File: config.mk
export PLATFORM = sky130hd
export DESIGN_NAME = fwd_scoreboard
export DESIGN_NICKNAME = d
export VERILOG_FILES = /design/src/rtl/fwd_scoreboard.sv
export SDC_FILE = /design/constraint.sdc
export NUM_CORES = 1
export LEC_CHECK = 0
export CORE_MARGIN = 10
export CORE_UTILIZATION = 47
export CTS_CLUSTER_DIAMETER = 100
export DETAILED_ROUTE_END_ITERATION = 16
export PLACE_DENSITY = 0.8
export SLEW_MARGIN = 20
export SYNTH_ARGS = -nofsm -noshare
export SYNTH_HDL_FRONTEND = slang
export SYNTH_SLANG_ARGS = --single-unit
File: constraint.sdc
create_clock -name clk_i -period 2.65 [get_ports clk_i]
set_clock_uncertainty 0.1 [all_clocks]
set_input_delay 0.53 -clock clk_i [delete_from_list [all_inputs] [get_ports clk_i]]
set_output_delay 0.53 -clock clk_i [all_outputs]
set_load 0.05 [all_outputs]
File: src/rtl/fwd_scoreboard.sv
// Forwarding and load-use hazard unit: tracks DEPTH in-flight destination writes
// after EX and reports, per source channel, the nearest producing stage.
module fwd_scoreboard #(
  parameter int unsigned NUM_SRC          = 3,
  parameter int unsigned DEPTH            = 2,
  parameter int unsigned LOAD_READY_STAGE = 2,
  parameter int unsigned CNT_W            = 16,
  localparam int unsigned SEL_W           = $clog2(DEPTH + 1)
) (
  input  logic                     clk_i,
  input  logic                     rst_i,
  input  logic                     hold_i,
  input  logic                     flush_i,
  input  logic                     ex_valid_i,
  input  logic [4:0]               ex_rd_i,
  input  logic                     ex_regwrite_i,
  input  logic                     ex_is_load_i,
  input  logic [NUM_SRC-1:0]       src_valid_i,
  input  logic [NUM_SRC*5-1:0]     src_addr_i,
  output logic [NUM_SRC*SEL_W-1:0] fwd_sel_o,
  output logic                     load_use_stall_o,
  output logic [NUM_SRC-1:0]       stall_src_o,
  output logic [CNT_W-1:0]         stall_cnt_o
);

  // Index i holds stage i+1 (index 0 = EX/MEM).
  logic [DEPTH-1:0]      ent_v;
  logic [DEPTH-1:0][4:0] ent_rd;
  logic [DEPTH-1:0]      ent_we;
  logic [DEPTH-1:0]      ent_ld;
  logic [DEPTH-1:0]      live;
  logic                  bubble;

  always_comb begin
    live = '0;
    for (int unsigned i = 0; i < DEPTH; i++) begin
      live[i] = ent_v[i] & ent_we[i] & (ent_rd[i] != 5'd0);
    end
  end

  // Oldest stage scanned first so the nearest (youngest) match overwrites it.
  always_comb begin
    fwd_sel_o   = '0;
    stall_src_o = '0;
    for (int unsigned c = 0; c < NUM_SRC; c++) begin
      for (int unsigned j = 0; j < DEPTH; j++) begin
        if (src_valid_i[c] && live[DEPTH-1-j] &&
            (ent_rd[DEPTH-1-j] == src_addr_i[5*c +: 5])) begin
          fwd_sel_o[c*SEL_W +: SEL_W] = SEL_W'(DEPTH - j);
          stall_src_o[c] = ent_ld[DEPTH-1-j] && ((DEPTH - j) < LOAD_READY_STAGE);
        end
      end
    end
  end

  assign load_use_stall_o = |stall_src_o;
  assign bubble           = load_use_stall_o | flush_i | ~ex_valid_i;

  always_ff @(posedge clk_i or posedge rst_i) begin
    if (rst_i) begin
      ent_v       <= '0;
      ent_rd      <= '0;
      ent_we      <= '0;
      ent_ld      <= '0;
      stall_cnt_o <= '0;
    end else if (!hold_i) begin
      for (int unsigned i = 1; i < DEPTH; i++) begin
        ent_v[i]  <= ent_v[i-1];
        ent_rd[i] <= ent_rd[i-1];
        ent_we[i] <= ent_we[i-1];
        ent_ld[i] <= ent_ld[i-1];
      end
      ent_v[0]  <= ~bubble;
      ent_rd[0] <= ex_rd_i;
      ent_we[0] <= ex_regwrite_i;
      ent_ld[0] <= ex_is_load_i;
      if (load_use_stall_o && (stall_cnt_o != '1)) begin
        stall_cnt_o <= stall_cnt_o + CNT_W'(1);
      end
    end
  end

endmodule

[Yosys cells after proc, flatten, opt, wreduce, memory -nomap -nowiden]
Cells that the tools add are included.
Word-level totals
  register bits: 31
  latch bits: 0
  bits in writable memories: 0
  bits in read-only memories: 0
  input bits: 30
  word-level logic and storage cells: 49
  memories: 0
Cells by class
  add/subtract/negate cells: 1
  multiply operators: 0
  divide/modulo/power cells: 0
  $lt $le $gt $ge: 0
  equal/unequal tests: 7
  shift operators: 0
  multiplexer cells: 9
  bitwise gates (word level): 9
  reductions and logical operators: 17
Operators by type and width (number)
  == test 5 bit: 6
  adder 16 x 1 -> 16 bit, second input constant: 1
  != test 16 bit, second input constant: 1
  logical AND 1 bit: 13
  two-way mux 2 bit: 6
  nonzero test 5 bit: 2
  AND 1 bit: 4
  two-way mux 1 bit: 3
  inverter 1 bit: 3
  OR reduction 3 bit: 1
  OR 1 bit: 2
  AND reduction 2 bit: 1

[Depth between registers and ports, before layout]
  word-level depth: 9
  gate-level depth with buffers: 8
  mapped depth without buffers: 7

[Worst setup path before layout]
Ideal clock, no wire load.
  path kind: reg2out
  start: register ent_rd[1] in the netlist's numbering
  end: output port fwd_sel_o[3]
  arrival: 2.549 ns
  path slack: -0.529 ns
  cell stages (with the launch flop): 6
  path buffers: 1
  cells stage by stage: dfrtp_1 > buf_6 > or4_4 > o211ai_4 > nor3_2 > nor3_1
Between the ends
  cells in the longest elaborated chain, start to end: 5
Ends and longest elaborated chain
  from (decl): line 28  | logic [DEPTH-1:0][4:0] ent_rd;
  from (signal, indexed assignment): line 69  | ent_rd[i] <= ent_rd[i-1];
  nonzero test 5 bit: line 37  | live[i] = ent_v[i] & ent_we[i] & (ent_rd[i] != 5'd0);
  AND 1 bit: line 37
  logical AND 1 bit: line 47  | if (src_valid_i[c] && live[DEPTH-1-j] &&
  logical AND 1 bit (*): line 47
  two-way mux 2 bit (*): line 47
  to (decl): line 20  | output logic [NUM_SRC*SEL_W-1:0] fwd_sel_o,
Mark *: on every way between the ends. The rest lies on a longest branch, timed or not.

[Final worst setup path]
  start: register ent_rd[1] in the netlist's numbering
  end: output port load_use_stall_o
Between the ends
  cells in the longest elaborated chain, start to end: 6
Ends and longest elaborated chain
  nonzero test 5 bit: line 37
  AND 1 bit: line 37
  logical AND 1 bit (2 in a row): line 47
  two-way mux 1 bit: line 47
  OR reduction 3 bit (*): line 56  | assign load_use_stall_o = |stall_src_o;
  to (decl): line 21  | output logic load_use_stall_o,
Marked as above.

==> tab_implementation.tex <==
\begin{tabular}{lr}
\hline
Metric & Value \\
\hline
\multicolumn{2}{l}{\textbf{STA}} \\
Setup-violating endpoint count in the final report & 8 \\
Final worst-path cycle share & 1.110 \\
Achievable Freq & 340.0 MHz \\
Setup repair after global routing missed its margin & true \\
Max-slew violation count & 0 \\
Final period demand of the worst path & 2.941 ns \\
Setup ws final & -0.2912 ns \\
Hold violation count in the final report & 0 \\
Slew at the pin closest to its max-slew limit & 0.5167 ns \\
Worst slew slack as a fraction of its limit & 0.6545 \\
\multicolumn{2}{l}{\textbf{GRT}} \\
Overall track demand over capacity in global routing & 0.1674 \\
Global routing met2 resource utilization & 0.2931 \\
Met3 Resource Use GR & 0.03821 \\
Wire length of the first global-routing pass & 8.680 mm \\
Number of global-route vias before repair & 1709 \\
Overall overflow remaining after global route & 0 \\
Largest net degree at the start of global routing & 32 \\
Grt met1 use & 0.1929 \\
Antenna violations before repair & 0 \\
Routing layer with the top usage in global route & met2 \\
\multicolumn{2}{l}{\textbf{Floorplan}} \\
Die Ht & 82.05 µm \\
Initial cell density of the core & 0.4905 \\
Total Die Area & 6731 µm² \\
Standard cell core area & 3689 µm² \\
Row cnt & 22 \\
Count of boundary I/O pins & 56 \\
Horizontal extent of the die & 82.05 µm \\
\multicolumn{2}{l}{\textbf{Clock tree}} \\
CTS tree & done \\
Number of H-tree levels & 2 \\
Clk slew on worst S/H paths & 0.06 ns \\
Insertion delay of the later-clocked pin in the worst-skew pair & 0.29 ns \\
Clock Tree Root & clkbuf\_8 \\
Number of clock sinks seen by CTS & 31 \\
Count of hold-fix buffers inserted at cts & 0 \\
Number of buffers on the longest clock path & 2 \\
Cts bufs inserted & 5 \\
\multicolumn{2}{l}{\textbf{Synthesis}} \\
Synth cell types & 32 \\
Yosys reg bits & 31 \\
Xor and xnor area share after synthesis & 0.2178 \\
Fraction of the yosys area taken by sequential cells & 0.4288 \\
Area share of the leading cell type in the synthesized netlist & 0.4288 \\
Main combinational cell family by area after synthesis & XOR/XNOR gates \\
Avg Inst Size Synth & 10.90 µm² \\
Leading post-synthesis cells by cell area & dfrtp\_1 (43\%), xnor2\_1 (12\%), xor2\_1 (10\%) \\
Area share of fa/ha/maj cells after synthesis & 0.006916 \\
Simple-gate share of the synthesized area & 0.1860 \\
Warnings, synthesis & 0 \\
Net count after synthesis & 197 \\
Cell type with the largest total area after synthesis & dfrtp\_1 \\
Mapped Cells & 166 \\
Area fraction in compound gates after synthesis & 0.03665 \\
Share of cell area taken by muxes after synthesis & 0.09336 \\
Synthesized area & 1809 µm² \\
\multicolumn{2}{l}{\textbf{Worst setup path}} \\
Critical path launch point type & flop \\
Max incr delay on CP & 0.55 ns \\
Depth of the worst register-to-register path & 8 \\
CP arrival & 2.31 ns \\
Maximum fanout encountered on the critical timing path & 3 \\
Critical Path RT & 2.02 ns \\
Endpoint class of the critical path & output port \\
Cell with the largest stage delay on the worst path & or4\_4 \\
Worst path bufs/invs & 1 \\
Cell class contributing the biggest share of worst-path delay & simple AND/OR/NAND/NOR gates \\
Setup Crit Path Kind & flop to output port \\
Depth of the critical timing path with buffers and inverters included & 6 \\
Worst path cell trace & or4\_4 > o211ai\_4 > nor3\_4 > or3\_4 > and2\_4 > buf\_12 \\
\multicolumn{2}{l}{\textbf{Power and ir drop}} \\
Total power of the final layout & 1173 µW \\
Switching Power & 321.8 µW \\
Pleak & 0.001294 µW \\
Proportion of power drawn by flip-flops and latches & 0.466 \\
Cell internal power dissipation & 850.8 µW \\
Portion of total power attributed to combinational logic & 0.220 \\
Switching portion of total power & 0.2745 \\
Worst vdd ir & 0.4147 mV \\
Share of total power in the clock network & 0.314 \\
Power Density & 405.9 nW/µm² \\
\multicolumn{2}{l}{\textbf{Outcome}} \\
Outcome & finished with violations \\
Failing checks & setup timing \\
\multicolumn{2}{l}{\textbf{Final layout}} \\
Final Net Count & 282 \\
Number of antenna repair diodes & 0 \\
Final standard cell count with taps included and fillers excluded & 299 \\
Area growth from synthesis to final layout & 59.68\% \\
Fraction of layout instances using a drive strength above 1 & 0.3187 \\
Final Instance Area & 2889 µm² \\
\multicolumn{2}{l}{\textbf{Route}} \\
Pre-Repair DR Iteration Count & 4 \\
Drt initial violations & 135 \\
Number of nets still failing antenna checks after routing & 0 \\
Total length of routed wires & 5.256 mm \\
Via density & 5.311 \\
Post-detailed-route DRC marker count & 0 \\
Via count & 1588 \\
Post-DR wirelength/cell & 17.58 µm \\
\multicolumn{2}{l}{\textbf{Placed design}} \\
\# port buffers & 55 \\
Placement-stage cell area & 2705 µm² \\
RePlAce Congestion & 0.8460 \\
Instance count after placement with tap cells included & 287 \\
Detail Placement HPWL & 4.113 mm \\
\multicolumn{2}{l}{\textbf{Job}} \\
Number of max-capacitance violations reported & 0 \\
\multicolumn{2}{l}{\textbf{Hold path}} \\
Worst Hold Path Cells & 1 \\
Class of the tightest hold or removal check & flop to flop \\
\hline
\end{tabular}
-- metal layers --
metal | share of wire | vias up
li1 | - | 745
met3 | 0.059 | 7
met1 | 0.41 | 785
met4 | 0.017 | 0
met5 | 0 | -
met2 | 0.52 | 51
-- layout make-up --
type / count / area (µm²)
clock buffer: 6 / 82.58
clock inverter: 1 / 5.005
fill: 243 / 799.5
inverter: 3 / 11.26
multi-input combinational: 124 / 1050
sequential: 31 / 775.7
tap: 48 / 60.06
timing repair buffer: 86 / 904.6
-- worst paths after layout --
| kind | slack, ns | start | end |
|---|---|---|---|
| max in group asynchronous | 1.65 | rst_i | ent_rd[9] |
| min in group asynchronous | 0.53 | rst_i | ent_ld[0] |
| hold reg to reg | 0.40 | stall_cnt_o[13] | stall_cnt_o[13] |
| hold / removal | 0.40 | stall_cnt_o[13] | stall_cnt_o[13] |
| setup reg to reg | 0.11 | ent_rd[1] | stall_cnt_o[1] |
| setup / recovery | -0.29 | ent_rd[1] | load_use_stall_o |
-- metrics by stage --
step / utilization / setup slack, ns / TNS (ns) / hold slack (ns)
final: 0.7832 / -0.2912 / -0.8261 / 0.3983
after global routing: 0.7832 / -0.3449 / -1.297 / 0.4183
after CTS: 0.7693 / -0.3168 / -0.6976 / 0.4008
after detailed placement: 0.7334 / -0.08481 / -0.2649 / 0.3925
after global placement: 0.7334 / -0.05688 / -0.1056 / 0.3802
after floorplan: - / -0.1415 / -0.5182 / 0.3797
-- synthesized netlist by cell type, drive strengths merged --
| library cell | n |
|---|---|
| nand2 | 8 |
| clkbuf | 4 |
| nand3 | 10 |
| nand4 | 5 |
| and2 | 4 |
| and3 | 6 |
| o211ai | 2 |
| nand2b | 1 |
| nor2 | 4 |
| buf | 4 |
| inv | 3 |
| xor2 | 21 |
| o21ai | 1 |
| or3 | 2 |
| nor3 | 11 |
| xnor2 | 24 |
| nor4 | 5 |
| dfrtp | 31 |
| mux2 | 15 |
| ha | 1 |
| or4 | 2 |
| o31ai | 1 |
| a41oi | 1 |
-- logic make-up after synthesis --
group,after synthesis
muxes,15
buffers and inverters,11
and+or+nand+nor,58
xor gates and xnor gates,45
AOI/OAI and AO/OA,5
adders and majority gates,1
DFF,31
-- power by group through the flow --
stage	sequential, µW	combinational, µW	clock [µW]
floorplan	545	145	0
global placement	551	238	0
detailed placement	554	247	0
CTS	545	254	374
global route	550	279	397
finish	547	258	368
-- flip-flops by register name, indices dropped and copies added (netlist names) --
signal and flops:
ent_rd 10, ent_ld 1, stall_cnt_o 16, ent_v 2, ent_we 2
-- placed cells by master, fill, tap and decap left out, drive strengths merged --
master          n
nor4            5
clkbuf          6
o21ai           1
a41oi           1
dfrtp          31
mux2           15
buf            41
xor2           21
dlymetal6s2s    2
nand3          10
ha              1
or4             2
and3            6
or3             2
clkdlybuf4s50  41
inv             3
and2            4
xnor2          24
o211ai          2
nor2            4
clkinv          1
nand4           5
nand2b          1
nor3           11
o31ai           1
dlygate4sd2     2
nand2           8
-- worst register-to-register path: stages (launching register included) --
cell and delay (ns):
dfrtp_1 0.38, or4_4 0.55, o211ai_4 0.30, nor3_4 0.09, buf_4 0.15, buf_6 0.11
o31ai_2 0.21, buf_4 0.22, mux2_1 0.33
-- what timing repair did --
| action | CTS | global route |
|---|---|---|
| buffers inserted | 3 | 3 |
| gates cloned | 0 | 0 |
| endpoints found under the setup margin | 6 | 10 |
| pin swaps | 13 | 5 |
| resized for setup | 7 | 10 |
(Power assumes the default switching activity.)
